### config.mk
export PLATFORM = sky130hd
export DESIGN_NAME = vga_sync_gen
export DESIGN_NICKNAME = d
export VERILOG_FILES = /design/src/rtl/vga_sync_gen.sv
export SDC_FILE = /design/constraint.sdc
export NUM_CORES = 1
export LEC_CHECK = 0
export CORE_MARGIN = 2
export CORE_UTILIZATION = 45
export DETAILED_ROUTE_END_ITERATION = 8
export MAX_ROUTING_LAYER = met4
export PLACE_DENSITY = 0.79
export SLEW_MARGIN = 10
export SYNTH_ARGS = -nofsm -noshare
export SYNTH_HDL_FRONTEND = slang
export SYNTH_SLANG_ARGS = --single-unit
### constraint.sdc
create_clock -name clk -period 2.55 [get_ports clk]
set_input_delay 0.255 -clock clk [delete_from_list [all_inputs] [get_ports clk]]
set_output_delay 0.255 -clock clk [all_outputs]
set_load 0.1 [all_outputs]
### src/rtl/vga_sync_gen.sv
`timescale 1ns/1ps
// vga_sync_gen
//   640x480@60 VGA timing generator running from a 100 MHz clock.
//   A free-running 2-bit divider produces a one-clk pix_en strobe every
//   4 clks. The pixel/line counters, sync outputs and blank advance only on
//   that strobe. HS, VS and blank are registered from the next counter values,
//   so they are always aligned with hcounter/vcounter.
//
//   Geometry parameters default to the standard 640x480 timing
//   (800 x 525 total, HS on columns 656..751, VS on lines 490..491).
//
//   Optional feature: define FRAME_COUNT_EN to build the 8-bit frame counter.
//   Without it, frame_count is tied to zero and no counter register exists.
//
// Ports
//   clk          in   system clock, rising-edge active
//   rst          in   asynchronous reset, active low
//   pix_en       out  one-clk pixel strobe (every 4th clk)
//   hcounter     out  current pixel column
//   vcounter     out  current line
//   HS           out  horizontal sync, active low
//   VS           out  vertical sync, active low
//   blank        out  high outside the visible area
//   frame_start  out  one-clk pulse after the counters wrap to (0,0)
//   frame_count  out  completed-frame counter (zero unless FRAME_COUNT_EN)

module vga_sync_gen #(
    parameter int unsigned H_VISIBLE = 640,
    parameter int unsigned H_FRONT   = 16,
    parameter int unsigned H_SYNC    = 96,
    parameter int unsigned H_BACK    = 48,
    parameter int unsigned V_VISIBLE = 480,
    parameter int unsigned V_FRONT   = 10,
    parameter int unsigned V_SYNC    = 2,
    parameter int unsigned V_BACK    = 33
) (
    input  logic        clk,
    input  logic        rst,
    output logic        pix_en,
    output logic [10:0] hcounter,
    output logic [10:0] vcounter,
    output logic        HS,
    output logic        VS,
    output logic        blank,
    output logic        frame_start,
    output logic [7:0]  frame_count
);

    localparam int unsigned H_TOTAL = H_VISIBLE + H_FRONT + H_SYNC + H_BACK;
    localparam int unsigned V_TOTAL = V_VISIBLE + V_FRONT + V_SYNC + V_BACK;

    localparam logic [10:0] H_LAST = 11'(H_TOTAL - 1);
    localparam logic [10:0] V_LAST = 11'(V_TOTAL - 1);
    localparam logic [10:0] H_VIS  = 11'(H_VISIBLE);
    localparam logic [10:0] V_VIS  = 11'(V_VISIBLE);
    localparam logic [10:0] HS_BEG = 11'(H_VISIBLE + H_FRONT);
    localparam logic [10:0] HS_END = 11'(H_VISIBLE + H_FRONT + H_SYNC);
    localparam logic [10:0] VS_BEG = 11'(V_VISIBLE + V_FRONT);
    localparam logic [10:0] VS_END = 11'(V_VISIBLE + V_FRONT + V_SYNC);

    logic [1:0]  div;
    logic [10:0] h_next;
    logic [10:0] v_next;
    logic        at_h_end;
    logic        at_v_end;
    logic        frame_wrap;

    always_comb begin
        at_h_end   = (hcounter == H_LAST);
        at_v_end   = (vcounter == V_LAST);
        frame_wrap = pix_en && at_h_end && at_v_end;
        h_next     = hcounter;
        v_next     = vcounter;
        if (pix_en) begin
            if (at_h_end) begin
                h_next = '0;
                v_next = at_v_end ? '0 : vcounter + 11'd1;
            end else begin
                h_next = hcounter + 11'd1;
            end
        end
    end

    // pix_en is registered from div==2 so it is high exactly while div==3.
    // Sync/blank decode the next counter values, keeping them aligned with
    // the counters they describe.
    always_ff @(posedge clk or negedge rst) begin
        if (!rst) begin
            div         <= '0;
            pix_en      <= 1'b0;
            hcounter    <= '0;
            vcounter    <= '0;
            HS          <= 1'b1;
            VS          <= 1'b1;
            blank       <= 1'b0;
            frame_start <= 1'b0;
        end else begin
            div         <= div + 2'd1;
            pix_en      <= (div == 2'd2);
            hcounter    <= h_next;
            vcounter    <= v_next;
            HS          <= !((h_next >= HS_BEG) && (h_next < HS_END));
            VS          <= !((v_next >= VS_BEG) && (v_next < VS_END));
            blank       <= (h_next >= H_VIS) || (v_next >= V_VIS);
            frame_start <= frame_wrap;
        end
    end

`ifdef FRAME_COUNT_EN
    logic [7:0] frame_cnt_q;

    // Counts on the same edge that raises frame_start.
    always_ff @(posedge clk or negedge rst) begin
        if (!rst) begin
            frame_cnt_q <= '0;
        end else if (frame_wrap) begin
            frame_cnt_q <= frame_cnt_q + 8'd1;
        end
    end

    assign frame_count = frame_cnt_q;
`else
    assign frame_count = '0;
`endif

endmodule
==> run_results.csv <==
group,metric,value,unit
timing,period_minus_slack,2.38,ns
detailed_routing,vias_per_cell,5.28,
timing,finalCritPeriodShare,93.2,%
cells_and_area,final_common_cell,"buf_4",
clocking,clk_pin_slew_worst_paths,0.09,ns
synthesis,synthCells,149,
clocking,numCtsBuffers,5,
timing,max_freq,421,MHz
clocking,post_cts_buffers,0,
power_and_ir_drop,leakagePower,0.875,nW
detailed_routing,wl_per_cell,13.5,um
synthesis,avgSynthCellArea,10.4,um^2
synthesis,synth_top_area_share,43.6,%
critical_path,timing.rr.start,"hcounter[0]$_DFF_PN0_",
clocking,cts_buffer_depth,2,
detailed_routing,top_layer,"met4",
floorplanning,initial_core_util,46.8,%
clocking,clock-sinks,29,
cells_and_area,area.growth.synth_to_final,19.5,%
synthesis,seq_area_frac_synth,47.0,%
hold_path,hold_class,"in -> async",
critical_path,arrival,2.58,ns
cells_and_area,final_layout_size_suffix_gt1_share,35.5,%
cells_and_area,n_fill_cell,299,
power_and_ir_drop,ir_drop,239,uV
synthesis,synth_area_leaders,"dfrtp_1, xnor2_1, buf_4, dfstp_2, ha_1",
detailed_routing,drt_iter0_markers,50,
global_routing,overflow,0,
place,io_buffers,28,
global_routing,grt_pass1_wl,5240,um
cells_and_area,final_nets,188,
global_routing,grt_pass1_vias,1137,
clocking,cts-hold-fix-buffers,0,
clocking,root_buffer,"clkbuf_4",
timing,setup_tns,0,ns
synthesis,ys_types,42,
clocking,htree_num_levels,2,
detailed_routing,firstDrtPassIters,4,
detailed_routing,wl_met3,138,um
critical_path,path_class,"reg -> reg",
cells_and_area,layout_common_cells,"buf_4, dfrtp_2, nand2_1",
place,detailed_place.area,1800,um^2
flow_run,cap_viol_max_count,0,
timing,setup_slack,0.174,ns
synthesis,yosysTopAreaCell,"dfrtp_1",
clocking,cts_tree,"done",
synthesis,synth_seq_cells,29,
timing,slew_viol_final,0,
global_routing,grt_max_degree,30,
global_routing,grt_usage,17.8,%
timing,fin_worst_skew,0.0123,ns
detailed_routing,dr_total_vias,1210,
timing,grt_setup_unrepaired,"no",
floorplanning,rows,21,
cells_and_area,regArea,758,um^2
floorplanning,die_h,62.7,um
global_routing,antenna_found_initial,0,
clocking,clock_latency,0.33,ns
critical_path,critPathMaxFanout,14,
outcome,status,"finished clean",
detailed_routing,routed-wl-met2,1510,um
place,dp_slack,0.172,ns
detailed_routing,wl,3090,um
floorplanning,core_area,3310,um^2
cells_and_area,diodes,0,
place,hpwl,2290,um
timing,setup_viol_count_final,0,
cells_and_area,multi_input_area,719,um^2
power_and_ir_drop,powerDensity,424,nW/um^2
critical_path,startpoint,"hcounter[0]$_DFF_PN0_",
timing,hold_viol_final,0,
critical_path,critPathRequiredTime,2.75,ns
clocking,ctsResizeCount,0,
floorplanning,die_x,62.7,um
floorplanning,die-area,3930,um^2
floorplanning,io_pins,37,
detailed_routing,drc_errors,0,
detailed_routing,ant_nets,0,
critical_path,end_kind,"register",
synthesis,yosysWarnings,0,
place,globalplace.congestion,0.908,
critical_path,cp-start-kind,"register",
cells_and_area,fin_area,1850,um^2
synthesis,syn_area,1550,um^2
detailed_routing,wl_met1,1370,um
## cells in the mapped netlist (all sizes together)
| library cell | n |
|---|---|
| a22oi | 1 |
| dfstp | 2 |
| and4 | 4 |
| and4bb | 1 |
| o2111ai | 1 |
| xnor2 | 11 |
| buf | 12 |
| nand4 | 6 |
| and3b | 1 |
| dfrtp | 27 |
| and2 | 2 |
| or4b | 2 |
| o22ai | 1 |
| nand3 | 7 |
| a21boi | 1 |
| mux2 | 1 |
| nand4b | 1 |
| o32ai | 1 |
| nor4 | 1 |
| and3 | 8 |
| nor3 | 3 |
| nand2 | 12 |
| xor2 | 1 |
| ha | 4 |
| nor2 | 11 |
| or4 | 1 |
| o21ai | 4 |
| a31oi | 2 |
| nand4bb | 2 |
| nand3b | 2 |
| inv | 8 |
| conb | 1 |
| a21oi | 2 |
| mux2i | 2 |
| a21o | 3 |
## through the flow
| step | hold WS, ns | utilization [%] | cells | total power, W |
|---|---|---|---|---|
| 2_1_floorplan | -0.0406 | - | 156 | 0.000529 |
| 3_3_place_gp | 0.397 | 54.4 | 221 | 0.000531 |
| 3_5_place_dp | 0.422 | 54.4 | 221 | 0.000531 |
| 4_1_cts | 0.291 | 55.9 | 229 | 0.000794 |
| 5_1_grt | 0.326 | 55.9 | 229 | 0.000821 |
| 6_report | 0.288 | 55.9 | 229 | 0.000785 |
## metal layers
layer  vias up  track usage, %
met5         -               -
met4         0            8.61
met3         9            5.23
met2        36            28.6
met1       584            20.5
li1        581               -
## report_power, final
part / internal [W] / switching [W] / leakage, nW
logic: 0.00000234 / 0.0000595 / 0.488
clock network: 0.000105 / 0.000159 / 0.0320
registers: 0.000459 / 0 / 0.355
total: 0.000566 / 0.000219 / 0.875
## sequential cells by signal, indices dropped and copies added, names as in the netlist
register and cells:
vcounter 11, pix_en 1, HS 1, div 2, blank 1, VS 1
hcounter 11, frame_start 1
## final timing paths
check / endpoint / slack [ns] / depth (start not counted)
worst max-delay path: blank$_DFF_PN0_ / 0.17 / 7
worst min-delay path: vcounter[2]$_DFF_PN0_ / 0.29 / 2
worst max register to register: blank$_DFF_PN0_ / 0.17 / 7
worst min register to register: div[0]$_DFF_PN0_ / 0.43 / 1
max in group asynchronous: VS$_DFF_PN1_ / 1.95 / 2
min in group clk: div[0]$_DFF_PN0_ / 0.43 / 1
## critical path: stages, from the launching register on
cell and delay, ns:
dfrtp_4 0.44, ha_1 0.18, and3_1 0.25, and4_4 0.35, nand4_1 0.14, xnor2_1 0.17, and4_1 0.22, or4b_1 0.50
## kinds of logic after synthesis
| group | after synthesis | share of synthesized area (%) |
|---|---|---|
| AOI/OAI and AO/OA | 16 | 6.70 |
| xor gates and xnor gates | 12 | 6.78 |
| adders and majority gates | 4 | 3.23 |
| buffers and inverters | 20 | 8.31 |
| DFF | 29 | 47.0 |
| muxes | 3 | 2.02 |
| other | 1 | 0.242 |
| and+or+nand+nor | 64 | 25.7 |
## layout make-up
| type | count | share of cell area (%) |
|---|---|---|
| clock buffer | 6 | 2.23 |
| clock inverter | 2 | 0.541 |
| inverter | 8 | 1.62 |
| multi-input combinational | 107 | 38.9 |
| sequential | 29 | 40.9 |
| tap | 46 | 3.11 |
| timing repair buffer | 31 | 12.7 |
(Power assumes the default switching activity.)
